`config.mk`:
```
export PLATFORM = sky130hd
export DESIGN_NAME = stopwatch_bcd
export DESIGN_NICKNAME = d
export VERILOG_FILES = /design/src/rtl/stopwatch_bcd.sv
export SDC_FILE = /design/constraint.sdc
export NUM_CORES = 1
export LEC_CHECK = 0
export BUFFER_PORTS_ARGS = -buffer_cell sky130_fd_sc_hd__buf_4
export CORE_MARGIN = 2
export CORE_UTILIZATION = 53
export CTS_CLUSTER_SIZE = 20
export DETAILED_ROUTE_END_ITERATION = 12
export GPL_TIMING_DRIVEN = 0
export HOLD_SLACK_MARGIN = 0.03
export PLACE_DENSITY = 0.77
export SLEW_MARGIN = 20
export SYNTH_ARGS = -nofsm -noshare
export SYNTH_HDL_FRONTEND = slang
export SYNTH_SLANG_ARGS = --single-unit
```
`constraint.sdc`:
```
create_clock -name clk -period 2.8 [get_ports clk]
set_clock_uncertainty 0.2 [all_clocks]
set_input_delay 0.42 -clock clk [delete_from_list [all_inputs] [get_ports clk]]
set_output_delay 0.42 -clock clk [all_outputs]
set_load 0.005 [all_outputs]
```
`src/rtl/stopwatch_bcd.sv`:
```
// stopwatch_bcd
// MM:SS stopwatch with four BCD digit counters and an IDLE/RUN/PAUSE control FSM.
// The count advances once per tick_1s strobe while running; wrap pulses for one
// cycle when the count rolls over from (MAX_MIN-1):59 to 00:00.
// Optional feature macro: STOPWATCH_LAP_EN adds the lap port and a lap-hold
// register that freezes the displayed digits while counting continues.
module stopwatch_bcd #(
    parameter int MAX_MIN = 60
) (
    input  logic       clk,
    input  logic       rst,
    input  logic       tick_1s,
    input  logic       start_stop,
    input  logic       clear,
`ifdef STOPWATCH_LAP_EN
    input  logic       lap,
`endif
    output logic [3:0] sec_lo,
    output logic [3:0] sec_hi,
    output logic [3:0] min_lo,
    output logic [3:0] min_hi,
    output logic       running,
    output logic       wrap
);

    // FSM encodings
    localparam logic [1:0] ST_IDLE  = 2'd0;
    localparam logic [1:0] ST_RUN   = 2'd1;
    localparam logic [1:0] ST_PAUSE = 2'd2;

    // BCD digits of the last legal minute value (MAX_MIN-1)
    localparam logic [3:0] MAX_MIN_HI = 4'((MAX_MIN - 1) / 10);
    localparam logic [3:0] MAX_MIN_LO = 4'((MAX_MIN - 1) % 10);

    // Increment one BCD digit that rolls over after 'top'; returns {carry, next}.
    // Any out-of-range value is pulled back to zero so a digit cannot stay
    // outside its legal range.
    function automatic logic [4:0] bcd_inc(input logic [3:0] digit, input logic [3:0] top);
        logic [4:0] result;
        if (digit >= top) begin
            result = {1'b1, 4'd0};
        end else begin
            result = {1'b0, digit + 4'd1};
        end
        return result;
    endfunction

    logic [1:0] state_r;
    logic [1:0] state_n_s;
    logic [3:0] sec_lo_r;
    logic [3:0] sec_hi_r;
    logic [3:0] min_lo_r;
    logic [3:0] min_hi_r;
    logic [3:0] sec_lo_n_s;
    logic [3:0] sec_hi_n_s;
    logic [3:0] min_lo_n_s;
    logic [3:0] min_hi_n_s;
    logic       wrap_r;
    logic       inc_s;
    logic       at_max_s;
    logic [4:0] sec_lo_inc_s;
    logic [4:0] sec_hi_inc_s;
    logic [4:0] min_lo_inc_s;
    logic [4:0] min_hi_inc_s;

    // Counting decisions use the current state; clear suppresses any increment
    assign inc_s    = (state_r == ST_RUN) && tick_1s && !clear;
    assign at_max_s = (sec_lo_r == 4'd9) && (sec_hi_r == 4'd5) &&
                      (min_lo_r == MAX_MIN_LO) && (min_hi_r == MAX_MIN_HI);

    assign sec_lo_inc_s = bcd_inc(sec_lo_r, 4'd9);
    assign sec_hi_inc_s = bcd_inc(sec_hi_r, 4'd5);
    assign min_lo_inc_s = bcd_inc(min_lo_r, 4'd9);
    assign min_hi_inc_s = bcd_inc(min_hi_r, 4'd9);

    // Next-state logic: clear has priority, start_stop toggles run/pause
    always_comb begin
        state_n_s = state_r;
        if (clear) begin
            state_n_s = ST_IDLE;
        end else if (start_stop) begin
            case (state_r)
                ST_IDLE:  state_n_s = ST_RUN;
                ST_RUN:   state_n_s = ST_PAUSE;
                ST_PAUSE: state_n_s = ST_RUN;
                default:  state_n_s = ST_IDLE;
            endcase
        end else begin
            state_n_s = state_r;
        end
    end

    // State register
    always_ff @(posedge clk or posedge rst) begin
        if (rst) begin
            state_r <= ST_IDLE;
        end else begin
            state_r <= state_n_s;
        end
    end

    // Next digit values: clear, terminal-count reload, or rippled BCD carry
    always_comb begin
        sec_lo_n_s = sec_lo_r;
        sec_hi_n_s = sec_hi_r;
        min_lo_n_s = min_lo_r;
        min_hi_n_s = min_hi_r;
        if (clear) begin
            sec_lo_n_s = 4'd0;
            sec_hi_n_s = 4'd0;
            min_lo_n_s = 4'd0;
            min_hi_n_s = 4'd0;
        end else if (inc_s) begin
            if (at_max_s) begin
                sec_lo_n_s = 4'd0;
                sec_hi_n_s = 4'd0;
                min_lo_n_s = 4'd0;
                min_hi_n_s = 4'd0;
            end else begin
                sec_lo_n_s = sec_lo_inc_s[3:0];
                if (sec_lo_inc_s[4]) begin
                    sec_hi_n_s = sec_hi_inc_s[3:0];
                    if (sec_hi_inc_s[4]) begin
                        min_lo_n_s = min_lo_inc_s[3:0];
                        if (min_lo_inc_s[4]) begin
                            min_hi_n_s = min_hi_inc_s[3:0];
                        end else begin
                            min_hi_n_s = min_hi_r;
                        end
                    end else begin
                        min_lo_n_s = min_lo_r;
                    end
                end else begin
                    sec_hi_n_s = sec_hi_r;
                end
            end
        end else begin
            sec_lo_n_s = sec_lo_r;
        end
    end

    // Live count registers
    always_ff @(posedge clk or posedge rst) begin
        if (rst) begin
            sec_lo_r <= 4'd0;
            sec_hi_r <= 4'd0;
            min_lo_r <= 4'd0;
            min_hi_r <= 4'd0;
        end else begin
            sec_lo_r <= sec_lo_n_s;
            sec_hi_r <= sec_hi_n_s;
            min_lo_r <= min_lo_n_s;
            min_hi_r <= min_hi_n_s;
        end
    end

    // Rollover pulse: high for exactly the cycle after the terminal increment
    always_ff @(posedge clk or posedge rst) begin
        if (rst) begin
            wrap_r <= 1'b0;
        end else begin
            wrap_r <= inc_s && at_max_s;
        end
    end

    assign running = (state_r == ST_RUN);
    assign wrap    = wrap_r;

`ifdef STOPWATCH_LAP_EN
    logic       frozen_r;
    logic [3:0] hold_sec_lo_r;
    logic [3:0] hold_sec_hi_r;
    logic [3:0] hold_min_lo_r;
    logic [3:0] hold_min_hi_r;

    // Lap hold: capture on lap in RUN, release on the next lap or any command;
    // start_stop releases even when it coincides with lap
    always_ff @(posedge clk or posedge rst) begin
        if (rst) begin
            frozen_r      <= 1'b0;
            hold_sec_lo_r <= 4'd0;
            hold_sec_hi_r <= 4'd0;
            hold_min_lo_r <= 4'd0;
            hold_min_hi_r <= 4'd0;
        end else if (clear) begin
            frozen_r      <= 1'b0;
            hold_sec_lo_r <= 4'd0;
            hold_sec_hi_r <= 4'd0;
            hold_min_lo_r <= 4'd0;
            hold_min_hi_r <= 4'd0;
        end else if (start_stop) begin
            frozen_r <= 1'b0;
        end else if (lap && (state_r == ST_RUN)) begin
            if (frozen_r) begin
                frozen_r <= 1'b0;
            end else begin
                frozen_r      <= 1'b1;
                hold_sec_lo_r <= sec_lo_r;
                hold_sec_hi_r <= sec_hi_r;
                hold_min_lo_r <= min_lo_r;
                hold_min_hi_r <= min_hi_r;
            end
        end else begin
            frozen_r <= frozen_r;
        end
    end

    assign sec_lo = frozen_r ? hold_sec_lo_r : sec_lo_r;
    assign sec_hi = frozen_r ? hold_sec_hi_r : sec_hi_r;
    assign min_lo = frozen_r ? hold_min_lo_r : min_lo_r;
    assign min_hi = frozen_r ? hold_min_hi_r : min_hi_r;
`else
    assign sec_lo = sec_lo_r;
    assign sec_hi = sec_hi_r;
    assign min_lo = min_lo_r;
    assign min_hi = min_hi_r;
`endif

endmodule
```
== Yosys cells after proc, flatten, opt, wreduce, memory -nomap -nowiden ==
Index checks and enable logic that the tools add are counted.

* Register bits after elaboration: 19
* Output and inout bits: 18

* Add/subtract/negate cells: 4
* $lt $le $gt $ge: 4
* Equal/unequal tests: 6
* Multiplexer cells: 25
* Reduce and logical (&&, ||, !) cells: 17

{| class="wikitable"
|+ Operators with widths
! operator !! count
|-
| 2-to-1 mux 4 bit || 19
|-
| adder 4 x 1 -> 4 bit (second input constant) || 4
|-
| 2-to-1 mux 5 bit || 3
|-
| greater-or-equal comparator 4 bit (second input constant) || 3
|-
| nonzero test 3 bit || 3
|-
| equality test 4 x 3 -> 1 bit (second input constant) || 2
|-
| equality test 4 bit (second input constant) || 2
|-
| logical AND 1 bit || 6
|-
| greater-or-equal comparator 4 x 3 -> 1 bit (second input constant) || 1
|-
| 2-to-1 mux 2 bit || 2
|-
| one-hot mux 2 bit (2 select lines) || 1
|-
| AND reduction 4 bit || 1
|-
| nonzero test 2 bit || 2
|-
| AND reduction 3 bit || 1
|-
| equality test 2 x 1 -> 1 bit (second input constant) || 1
|-
| equality test 2 bit (second input constant) || 1
|-
| logical NOT 2 bit || 1
|-
| AND reduction 2 bit || 1
|-
| OR reduction 2 bit || 1
|-
| logical NOT 1 bit || 1
|}

== Logic depth before layout (Yosys ltp) ==
* Depth after elaboration: 8
* Depth in mapped cells: 7
* Depth with buffers taken out: 7

== Worst setup path before layout ==
No wires, ideal clock.

* Path kind: reg2reg
* Start: register sec_lo_r[0], in the netlist sec_lo[0]
* End: register sec_lo_r[2], in the netlist sec_lo[2]
* Setup time: 0.078 ns
* Arrival: 1.816 ns
* Required time: 2.522 ns
* Path slack: 0.706 ns
* Cell stages (with the launch flop): 6
* Path buffers: 0
* Period minus slack after synthesis: 2.094 ns
* Path through: dfrtp_1 > ha_1 > or3b_4 > and2_4 > or4b_1 > a21oi_1

* Longest elaborated chain between the ends: 7
* Elaborated cells between the ends (all ways): 10

{| class="wikitable"
|+ Ends and longest elaborated chain
! what !! line !! RTL
|-
| start: declaration || 50 || <nowiki>logic [3:0] sec_lo_r;</nowiki>
|-
| start signal: assignment || 150 || <nowiki>sec_lo_r <= sec_lo_n_s;</nowiki>
|-
| parallel branches: the longest is 4 deep, another holds adder 4 x 1 -> 4 bit || -- ||
|-
| 2-to-1 mux 4 bit (*) || 114 || <nowiki>if (at_max_s) begin</nowiki>
|-
| 2-to-1 mux 4 bit (*) || 113 || <nowiki>end else if (inc_s) begin</nowiki>
|-
| 2-to-1 mux 4 bit (*) || 108 || <nowiki>if (clear) begin</nowiki>
|}

Mark *: on every way between the ends. The select of a mux whose other input is x is not followed.
A chain may end at the register's enable or synchronous reset.

== Worst setup path in the final report ==
* Start: register sec_lo_r[0], in the netlist sec_lo[0]
* End: register min_lo_r[3], in the netlist min_lo[3]

* Longest elaborated chain between the ends: 7
* Elaborated cells between the ends (all ways): 12

{| class="wikitable"
|+ Ends and longest elaborated chain
! what !! line !! RTL
|-
| parallel branches: the longest is 7 deep, another holds greater-or-equal comparator 4 bit || -- ||
|-
| end signal: assignment || 152 || <nowiki>min_lo_r <= min_lo_n_s;</nowiki>
|-
| end: declaration || 52 || <nowiki>logic [3:0] min_lo_r;</nowiki>
|}

Parallel ways; which one is timed is not known. The select of a mux whose other input is x is not followed.

==> Implementation_results.wiki <==
{| class="wikitable"
! Metric !! Value
|-
| Arrival time of the worst setup path || approximately 2.3 ns
|-
| Maximum clock rate || around 430 MHz
|-
| Pin count of the biggest net entering global routing || 20
|-
| Net switching power || around 0.31 mW
|-
| Fill count || 183
|-
| Maximum clock insertion buffer count || 2
|-
| Via/cell ratio || around 5.5
|-
| Total global-route track usage || between 20% and 30%
|-
| Total number of nets in the final design || 169
|-
| Met3 global-route usage || under 10%
|-
| Overall die height || roughly 50 um
|-
| Sequential cell area fraction in the yosys report || 41.8%
|-
| Required @ worst endpoint || between 2 and 3 ns
|-
| Num CTS Buffers || 3
|-
| Cell-internal power || ~0.54 mW
|-
| Initial Utilization || 56.8%
|-
| Clock root buffer || sky130_fd_sc_hd__clkbuf_4
|-
| Sum Neg Setup Slack || 0 ns
|-
| Worst-path clk slew || approximately 0.11 ns
|-
| Leakage power summed over all cells || about 0.64 nW
|-
| Gpl congestion || approximately 0.76
|-
| Aggregate global routing overflow || 0
|-
| I/O Buffers || 22
|-
| Area of all placed cells without fillers || around 1400 um2
|-
| Drc violations || 0
|-
| Setup repair after global routing missed its margin || false
|-
| Clock tree from TritonCTS || yes
|-
| Half-perimeter wire length after detailed placement || around 1700 um
|-
| Post-Place Cell Area || 1340 um2
|-
| Clock share of power || between 15 and 20%
|-
| Worst VDD drop || ~410 uV
|-
| Number of diodes added for antenna fixing || 0
|-
| Layout cell share with drive strength beyond 1 || around 20%
|-
| Kind of path behind the tightest hold check || in -> async
|-
| Overall routed net length || around 2200 um
|-
| CTS resizes || 0
|-
| Setup crit end kind || register
|-
| Max Slew Vio Count || 0
|-
| Number of top-level pins || 23
|-
| Sequential fraction of design power || 47.5%
|-
| Final cell count without fillers || 178
|-
| Antenna violations before repair || 0
|-
| Highest fanout seen on the critical path || 7
|-
| DRT antenna net count || 0
|-
| DR pass1 iterations || 4
|-
| Hold-fix buffers, CTS || 0
|-
| Synth Net Count || 142
|-
| Average routed wire per standard cell || 12.6 um
|-
| Type of element launching the critical path || register
|-
| Via count || around 980
|-
| Vias in the first global route || around 920
|-
| Time the worst path needs with I/O delays and setup || roughly 2.3 ns
|-
| PwrDens || 622 nW/um2
|-
| Run status || finished clean
|-
| Area of the die || about 2500 um2
|-
| Maximum level of the CTS H-tree || 1
|-
| Cell area after synthesis || 1140 um2
|-
| Die X || 50.3 um
|-
| Met1 Resource Use GR || a little over a quarter
|-
| Instance count of the mapped netlist || 125
|-
| Number of placed instances, taps included || about 170
|-
| Avg Synthesized Cell Area || between 9 and 10 um2
|-
| Number of distinct library cell variants in the gate-level netlist after synthesis || 33
|-
| Setup CP Type || reg -> reg
|-
| Portion of total power attributed to combinational logic || about 36%
|-
| Rel. slew slack || between 40% and 50%
|-
| Core Footprint || about 2000 um2
|-
| Measured slew at the worst slew-check pin || roughly 0.75 ns
|-
| Total setup buffers inserted after CTS || 0
|-
| Synth warn || 0
|-
| Worst skew pair latency || 0.29 ns
|-
| Area added between synthesis and finish || 19.8%
|-
| Final hold violation count || 0
|-
| Switching share of total power || 36.9%
|-
| Max Cap Viol || 0
|-
| Grt peak-use layer || met2
|-
| Standard-cell rows || 16
|-
| Wire length of the first global-routing pass || about 4000 um
|-
| Final cycle utilization of the critical path || between 80% and 90%
|-
| Flops & latches, synth || 19
|-
| CTS sink count || 19
|-
| Violation count after the first detailed-routing iteration || 19
|-
| Met2 global-route usage || roughly 34%
|-
| Number of setup violations in the final report || 0
|}
## final cells by class
cell class	count	area, um2	area share (%)
inverters	13	48.8	3.58
repair buffers	22	165	12.1
flip-flops and latches	19	475	34.9
plain buffers	1	3.75	0.275
multi-input cells	92	609	44.7
clock buffers	4	26.3	1.93
well taps	27	33.8	2.48
## final timing paths
path / from / cells past startpoint / endpoint / slack (ns)
setup / recovery: sec_lo[0] / 6 / min_lo[3] / 0.49
hold / removal: rst / 2 / sec_lo[1] / 0.04
setup reg to reg: sec_lo[0] / 6 / min_lo[3] / 0.49
hold reg to reg: state_r[1] / 2 / state_r[1] / 0.35
max in group asynchronous: rst / 2 / min_lo[3] / 1.89
min in group clk: start_stop / 3 / state_r[0] / 0.19
## metal layers
layer  share of wire (%)  wire length (um)
met1                  47              1040
met3                 4.7               104
met5                   0                 0
met2                  48              1080
met4                0.36                 8
## synth_stat cells (all sizes together)
cell	number	share of area, %
o31ai	1	0.66
and2b	2	1.4
or4b	1	0.88
o22ai	1	0.55
nand2b	3	1.7
dfrtp	19	42
nand4bb	1	0.99
nand4	1	0.55
a211oi	2	1.3
o211ai	1	0.66
a211o	1	0.77
clkbuf	1	0.33
or3b	1	0.99
nor4	1	0.55
a41oi	1	0.77
nor3b	2	1.3
xnor2	1	0.77
mux2i	1	0.88
nand3	7	3.1
or3	2	1.1
nor2	10	3.3
inv	13	4.3
nor3	2	0.88
and2	1	0.77
or2	1	0.55
a21oi	6	2.6
nand4b	2	1.5
nand2	13	4.3
a41o	1	0.99
o21ai	13	5.7
ha	12	13
nor4b	1	0.77
## registers in the layout (all words and copies together), names as in the netlist
register	count
state_r	2
min_hi	4
wrap	1
sec_hi	4
min_lo	4
sec_lo	4
## power groups by stage
stage	logic (mW)	registers, mW	clock network, mW
finish	0.307	0.403	0.138
global route	0.356	0.416	0.155
CTS	0.311	0.403	0.144
detailed placement	0.309	0.409	0
global placement	0.297	0.404	0
floorplan	0.179	0.396	0
## stage by stage
step | setup WS [ns] | hold slack, ns | power [mW] | utilization, %
floorplan | 0.706 | 0.171 | 0.575 | -
global placement | 0.527 | 0.294 | 0.701 | 66.8
detailed placement | 0.500 | 0.334 | 0.718 | 66.8
CTS | 0.479 | 0.0662 | 0.858 | 68.1
global route | 0.357 | 0.0919 | 0.927 | 68.1
finish | 0.489 | 0.0427 | 0.848 | 68.1
## placed cells by master, fill, tap and decap left out, drive strengths merged, types with 2 or more instances in the layout
cell type	Yosys	layout
a211oi	2	2
a21oi	6	6
and2b	2	2
buf	0	22
clkbuf	1	5
dfrtp	19	19
ha	12	12
inv	13	13
nand2	13	13
nand2b	3	3
nand3	7	7
nand4b	2	2
nor2	10	10
nor3	2	2
nor3b	2	2
o21ai	13	13
or3	2	2
## logic make-up after synthesis
kind of cell / after synthesis / synth area share (%)
simple gates: 51 / 24.6
compound gates: 27 / 14.1
flops: 19 / 41.8
buf+inv: 14 / 4.62
fa+ha+maj: 12 / 13.2
xor+xnor: 1 / 0.770
mux: 1 / 0.880
## worst max-delay path, stage by stage, from the launching register on
cell,delay (ns)
sky130_fd_sc_hd__dfrtp_1,0.47
sky130_fd_sc_hd__ha_1,0.25
sky130_fd_sc_hd__or3b_4,0.38
sky130_fd_sc_hd__a41oi_1,0.56
sky130_fd_sc_hd__nor4_1,0.12
sky130_fd_sc_hd__a21oi_1,0.13
sky130_fd_sc_hd__o21ai_0,0.08
No activity file was read; power rests on OpenSTA's default activity.
